## config.mk

```make
export PLATFORM = sky130hd
export DESIGN_NAME = regfile_multiport
export DESIGN_NICKNAME = d
export VERILOG_FILES = /design/src/rtl/riscv_pkg.sv /design/src/rtl/regfile_scoreboard.sv /design/src/rtl/regfile_multiport.sv
export SDC_FILE = /design/constraint.sdc
export NUM_CORES = 2
export LEC_CHECK = 0
export BUFFER_PORTS_ARGS = -buffer_cell sky130_fd_sc_hd__buf_2
export CORE_UTILIZATION = 30
export CTS_CLUSTER_DIAMETER = 50
export DETAILED_ROUTE_END_ITERATION = 7
export PLACE_DENSITY = 0.41
export SYNTH_ARGS = -nofsm -noshare
export SYNTH_HDL_FRONTEND = slang
export SYNTH_SLANG_ARGS = --single-unit
export TNS_END_PERCENT = 100
```

## constraint.sdc

```tcl
create_clock -name clk -period 3.7 [get_ports clk]
set_input_delay 0.185 -clock clk [delete_from_list [all_inputs] [get_ports clk]]
set_output_delay 0.185 -clock clk [all_outputs]
set_load 0.03 [all_outputs]
```

## src/rtl/riscv_pkg.sv

```systemverilog
// ----------------------------------------------------------------------------
// riscv_pkg
//  Shared integer-datapath constants for the decode/writeback blocks.
//  XLEN       : default integer data width
//  NREGS_DEF  : default architectural register count
//  reg_addr_t : register index type for the default register count
//  REG_ZERO   : index of the hard-wired zero register
// ----------------------------------------------------------------------------
package riscv_pkg;
    localparam int XLEN      = 32;
    localparam int NREGS_DEF = 32;
    localparam int REG_ZERO  = 0;

    typedef logic [$clog2(NREGS_DEF)-1:0] reg_addr_t;
endpackage

```

## src/rtl/regfile_scoreboard.sv

```systemverilog
// ----------------------------------------------------------------------------
// regfile_scoreboard
//  One busy flop per architectural register. Issue sets, writeback clears;
//  when both target the same register in one cycle the set wins, since the
//  issuing instruction is the newer producer.
//  clk, reset : clock, synchronous active-high reset
//  issue_en   : set busy[issue_rd] at the edge
//  wr_en      : clear busy[wr_addr] at the edge
//  busy_vec   : registered scoreboard, bit r = register r pending
// ----------------------------------------------------------------------------
module regfile_scoreboard
    import riscv_pkg::*;
#(
    parameter int NREGS   = 32,
    parameter int ZERO_R0 = 1,
    localparam int AW     = $clog2(NREGS)
) (
    input  logic             clk,
    input  logic             reset,
    input  logic             issue_en,
    input  logic [AW-1:0]    issue_rd,
    input  logic             wr_en,
    input  logic [AW-1:0]    wr_addr,
    output logic [NREGS-1:0] busy_vec
);

    logic [NREGS-1:0] r_busy;

    always_ff @(posedge clk) begin
        if (reset) begin
            r_busy <= '0;
        end else begin
            if (wr_en)
                r_busy[wr_addr] <= 1'b0;
            // Ordered after the clear so a same-register issue leaves it set.
            if (issue_en)
                r_busy[issue_rd] <= 1'b1;
            if (ZERO_R0 != 0)
                r_busy[REG_ZERO] <= 1'b0;
        end
    end

    assign busy_vec = r_busy;

endmodule

```

## src/rtl/regfile_multiport.sv

```systemverilog
// ----------------------------------------------------------------------------
// regfile_multiport
//  Integer register file: NREAD combinational read ports, one write port,
//  optional write-to-read bypass and a per-register busy scoreboard.
//  clk, reset : clock, synchronous active-high reset (clears data and busy)
//  wr_en/wr_addr/wr_data : write port, one cycle latency
//  rd_addr/rd_data       : per-port read index / combinational read data
//  rd_busy               : per-port pending-write flag for rd_addr[i]
//  issue_en/issue_rd     : mark a destination register busy
//  busy_vec              : full scoreboard
// ----------------------------------------------------------------------------
module regfile_multiport
    import riscv_pkg::*;
#(
    parameter int XLEN_P  = XLEN,
    parameter int NREGS   = 32,
    parameter int NREAD   = 2,
    parameter int BYPASS  = 1,
    parameter int ZERO_R0 = 1,
    localparam int AW     = $clog2(NREGS)
) (
    input  logic                        clk,
    input  logic                        reset,
    input  logic                        wr_en,
    input  logic [AW-1:0]               wr_addr,
    input  logic [XLEN_P-1:0]           wr_data,
    input  logic [NREAD-1:0][AW-1:0]    rd_addr,
    output logic [NREAD-1:0][XLEN_P-1:0] rd_data,
    output logic [NREAD-1:0]            rd_busy,
    input  logic                        issue_en,
    input  logic [AW-1:0]               issue_rd,
    output logic [NREGS-1:0]            busy_vec
);

    logic [XLEN_P-1:0] r_regs [NREGS];
    logic              w_wr_zero;
    logic              w_wr_commit;

    assign w_wr_zero   = (ZERO_R0 != 0) && (wr_addr == AW'(REG_ZERO));
    assign w_wr_commit = wr_en && !w_wr_zero;

    always_ff @(posedge clk) begin
        if (reset) begin
            for (int r = 0; r < NREGS; r++)
                r_regs[r] <= '0;
        end else if (w_wr_commit) begin
            r_regs[wr_addr] <= wr_data;
        end
    end

    regfile_scoreboard #(
        .NREGS   (NREGS),
        .ZERO_R0 (ZERO_R0)
    ) u_sb (
        .clk      (clk),
        .reset    (reset),
        .issue_en (issue_en),
        .issue_rd (issue_rd),
        .wr_en    (wr_en),
        .wr_addr  (wr_addr),
        .busy_vec (busy_vec)
    );

    for (genvar i = 0; i < NREAD; i++) begin : g_rd
        logic w_zero;
        logic w_hit;

        assign w_zero = (ZERO_R0 != 0) && (rd_addr[i] == AW'(REG_ZERO));
        // A bypass hit means the producer is completing right now, so the
        // port sees the new data and no longer reports the register pending.
        assign w_hit  = (BYPASS != 0) && wr_en && (wr_addr == rd_addr[i]) && !w_zero;

        assign rd_data[i] = w_zero ? '0 : (w_hit ? wr_data : r_regs[rd_addr[i]]);
        assign rd_busy[i] = w_hit ? 1'b0 : busy_vec[rd_addr[i]];
    end

endmodule

```

# --- Word level (Yosys, flattened, before mapping) ---
# Memories as Yosys holds them, arrays and structs flattened.
# Cells that the tools add are included.
classes:
  muxes: 25
  n_lt_le_gt_ge: 6
  n_reduce_logical: 14
  eq_ne: 2
  bitwise_logic: 3
op_table:
  columns: ["op", "count"]
  rows:
  - ["2-to-1 mux 32 bit", 8]
  - ["bitwise AND 32 bit", 1]
  - ["NOT 32 bit", 1]
  - ["bitwise OR 32 bit", 1]
  - ["OR reduction 32 bit", 1]
  - ["less-than comparator 5 x 6 -> 1 bit (second input constant)", 4]
  - ["logical NOT 5 bit", 3]
  - ["2-to-1 mux 1 bit", 12]
  - ["binary-select mux 1 bit (select 5 bit)", 2]
  - ["demux 1 bit (select 5 bit)", 2]
  - ["== test 5 bit", 2]
  - [">= comparator 5 x 1 -> 1 bit (second input constant)", 2]
  - ["logical AND 1 bit", 7]
  - ["2-to-1 mux 5 bit", 1]
  - ["logical NOT 1 bit", 3]
word_totals:
  ramBits: 1024
  inputBits: 56
  memories: 1
  reg_bits: 32
  word_cells: 53
mem_list:
  columns: ["name", "words", "width", "rd", "rd_ports_with_merged_regs", "write_ports", "line_no", "rtl"]
  rows:
  - ["r_regs", 32, 32, 2, 0, 32, "regfile_multiport.sv:35", "logic [XLEN_P-1:0] r_regs [NREGS];"]

# --- Logic depth before layout (Yosys ltp) ---
logic_depth:
  ltp_word: 10
  mapped_depth: 9
  mapped_depth_nobuf: 5

# --- Cells and area by module ---
# A second synthesis with hierarchy kept.
hier_totals:
  cells_unflattened: 4382
  area_unflattened_um2: 57269.9
by_module_without_submodules:
  columns: ["mod", "n_inst", "area_per_inst_um2", "cells_per_inst", "seq_area_each_um2"]
  rows:
  - ["regfile_multiport", 1, 55909.9, 4226, 30749.5]
  - ["regfile_scoreboard", 1, 1360.1, 156, 620.6]

# --- Worst setup path before layout ---
# No wires, ideal clock.
synth_timing:
  path_kind: "input port to flip-flop"
  from: "input wr_addr[3]"
  to: "memory r_regs[4][0] (netlist name) (enable)"
  setup_time_ps: 430
  cell_stages: 4
  setup_slack_ps: 722
  t_required_ps: 3270
  t_arrival_ps: 2548
  cell_sequence: "buf_2 > or3b_2 > clkbuf_1 > o21bai_1"
synth_rtl:
  columns: ["item", "line_no", "rtl"]
  rows:
  - ["start, declared", "regfile_multiport.sv:25", "input logic [AW-1:0] wr_addr,"]
  - ["end, declared", "regfile_multiport.sv:35", null]

==> flow_summary.json <==
{
  "status": "completed",
  "synthXorXnorAreaFrac_pct": 0.153,
  "cp.arrival_ns": 3.05,
  "rrSetupSlack_ns": 2.34,
  "p_per_area_mw_per_mm2": 502,
  "pin_count": 154,
  "cts_max_level": 4,
  "synth-async-reset-ratio_pct": 0,
  "ctsResizeCount": 0,
  "clkSlewWorstSetupHoldPaths_ns": 0.06,
  "fin_cells": 7047,
  "rsz0062_at_grt": "false",
  "r2r_cells": 3,
  "antenna_found_initial": 24,
  "synth_top_family_by_area": "multiplexers",
  "synth.area.mux_share_pct": 19.9,
  "numCtsBuffers": 162,
  "start_util_pct": 30.3,
  "wl_per_cell_um": 33.4,
  "seq_area_frac_synth_pct": 54.9,
  "gp_congestion": 0.864,
  "crit_fanout": 6,
  "dp.cells": 6716,
  "finalCriticalPeriod_ns": 3.24,
  "finalSetupViolCount": 0,
  "p_leak_nw": 24.5,
  "wl_met2_mm": 110,
  "wirelength_met1_mm": 102,
  "synth_fa_ha_area_share_pct": 0,
  "ys_ff_latch": 1055,
  "hold_viol": 0,
  "first_global_vias": 38300,
  "required_ns": 3.51,
  "slew_headroom_pct": 31.5,
  "die_y_um": 438,
  "highest_layer": "met5",
  "synth-simple-area-share_pct": 13.7,
  "post-route-period-util_pct": 87.4,
  "syn_area_mm2": 0.0571,
  "synth_compound_area_share_pct": 7.63,
  "wl_met3_mm": 14.3,
  "yosysUniqueCellTypes": 52,
  "holdPathStages": 3,
  "dieWidth_um": 438,
  "crit_path_start_kind": "flip-flop",
  "area_delta_synth_final_pct": 18.1,
  "final_util_pct": 35.8,
  "synth_warnings": 0,
  "clockBufferDepth": 3,
  "synth_edf_count": 1024,
  "gr-total-overflow": 0,
  "clock_sinks": 1055,
  "std_cell_rows": 159,
  "end_kind": "output pin",
  "cts-root-buf": "clkbuf_16",
  "syn_avg_cell_area_um2": 13.4,
  "hold_ws_ns": 0.0964,
  "grt_max_degree": 95,
  "via_per_inst": 5.44,
  "slew_violations": 0,
  "max_freq_mhz": 309,
  "tightest_slew_ns": 1.02,
  "hpwlAfterDp_mm": 150,
  "ys.flop_type": "edfxtp_1",
  "reg2reg_to": "u_sb.busy_vec[13]",
  "fin_setup_tns_ns": 0,
  "ir_drop_uv": 477,
  "finalPower_w": 0.0339,
  "hold_class": "input port to flip-flop",
  "finClkSkew_ns": 0,
  "drc_errors": 0,
  "reg2reg_from": "u_sb.busy_vec[13]",
  "min-delay-start": "wr_data[19]",
  "postRouteAntennaNets": 0,
  "cts_tree": "yes",
  "syn_inst": 4260,
  "gr-usage-all-layers_pct": 24.2,
  "core_area_mm2": 0.188,
  "maxCapViolCount": 0,
  "grt_pass1_wl_mm": 324,
  "initialDrtViolationCount": 4078,
  "drive_gt1_share_pct": 21.6,
  "criticalPathCategory": "flip-flop to output pin",
  "hold_path_end": "r_regs[8][19]",
  "fin_nets": 4461,
  "port-buffer-count": 152,
  "first_pass_iters": 6,
  "die-area_mm2": 0.192,
  "drt_wl_total_mm": 236,
  "via_count": 38400,
  "clock_latency_ns": 0.79
}
[where the power goes]
group	switching, W	internal (W)
registers	0.000335	0.0138
logic	0.00273	0.00140
clock network	0.00605	0.00961
total	0.00911	0.0248
[critical path: stages, from the launching register on]
cell and delay (ns):
edfxtp_1 0.41, mux4_2 0.47, mux2i_1 0.43, a221oi_1 0.23
a22o_1 0.45, buf_2 0.28
[cells in the final DEF (no fill, tap or decap), drive strengths merged, types with 20 or more instances in the layout]
cell         instances
edfxtp            1024
and2               994
mux2i              563
buf                380
mux4               252
clkbuf             188
nand2              155
a221oi             145
a22oi              110
o211ai              65
o21ai               65
o22a                64
a21oi               59
clkinv              55
nor2                45
nand3               36
a31oi               33
conb                33
dfxtp               31
a22o                30
or2                 29
nand4               27
dlygate4sd3         20
[cell usage after synthesis (2+ instances only)]
master    instances  area, µm²
buf_2            88        440
xnor2_1           2       17.5
o21ai_0          65        325
and3b_1           3       26.3
a22oi_1         110        826
nand3_1          36        180
nand3b_1          7       52.6
a22o_1           30        263
o211ai_1         65        488
a221oi_1        145       1270
buf_1             8       30.0
and3_1            4       25.0
mux2_2            6       67.6
mux4_2          252       5680
or3b_2            2       17.5
a31oi_1          33        206
a21oi_1          59        295
mux2i_1         563       5640
nor3_1            2       10.0
nand4_1          27        169
nor3b_1           4       30.0
dfxtp_1          31        621
edfxtp_1       1024      30700
a211oi_1          3       22.5
o221ai_1          2       17.5
nand2b_1          5       31.3
nor2_1           44        165
xor2_1            8       70.1
o22a_1           64        561
o22ai_1           4       25.0
inv_1             5       18.8
or2_2            29        181
o21bai_1          4       30.0
nand2_1         155        582
and2_1          994       6220
nor4_2            2       25.0
buf_6             9        101
nor2b_1           9       56.3
buf_4            53        398
clkbuf_1        292       1100
[cell type report]
type,instances,area [µm²]
Antenna cell,19,47.5
Multi-Input combinational cell,2780,24100
Timing Repair Buffer,400,3330
Sequential cell,1055,31400
Clock buffer,188,4270
Clock inverter,104,1150
Fill cell,17900,121000
Inverter,6,22.5
Tap cell,2495,3120
[worst max-delay path by stage]
stage | start | cells past startpoint | endpoint | slack, ns
after global placement | rd_addr[9] | 8 | rd_data[46] | 0.61
after CTS | r_regs[7][27] | 5 | rd_data[59] | 0.38
after floorplan | wr_addr[3] | 4 | r_regs[4][0] | 0.72
final | r_regs[21][27] | 5 | rd_data[59] | 0.46
after detailed placement | rd_addr[0] | 8 | rd_data[2] | 0.60
after global routing | r_regs[21][27] | 5 | rd_data[59] | 0.28
[sequential cells by signal (all words and copies together) (netlist names)]
name / cells
u_sb.busy_vec: 31
r_regs: 1024
[layer usage]
metal | vias up | GRT usage (%)
met3 | 355 | 4.05
met4 | 6 | 9.09
met5 | - | 0
met2 | 1356 | 38.8
li1 | 16500 | -
met1 | 20100 | 32.6
[stage by stage]
| stage | area, µm² | setup slack, ns |
|---|---|---|
| global route | 67400 | 0.277 |
| finish | 67400 | 0.465 |
| detailed placement | 61800 | 0.598 |
| floorplan | 57200 | 0.722 |
| global placement | 61800 | 0.614 |
| CTS | 67400 | 0.382 |
[what timing repair did]
item	CTS	global route
endpoints found under the setup margin	0	0
hold endpoints to repair	32	0
hold buffers	20	0
buffers inserted	0	0
[logic make-up (layout without fill, tap and decap cells)]
family / Yosys count / in the layout
xor+xnor: 10 / 10
compound gates: 587 / 587
flops: 1055 / 1055
other cells: 1 / 52
mux: 821 / 821
simple gates: 1329 / 1329
buf+inv: 457 / 698
Note: power is estimated with default switching activity, not from simulation.
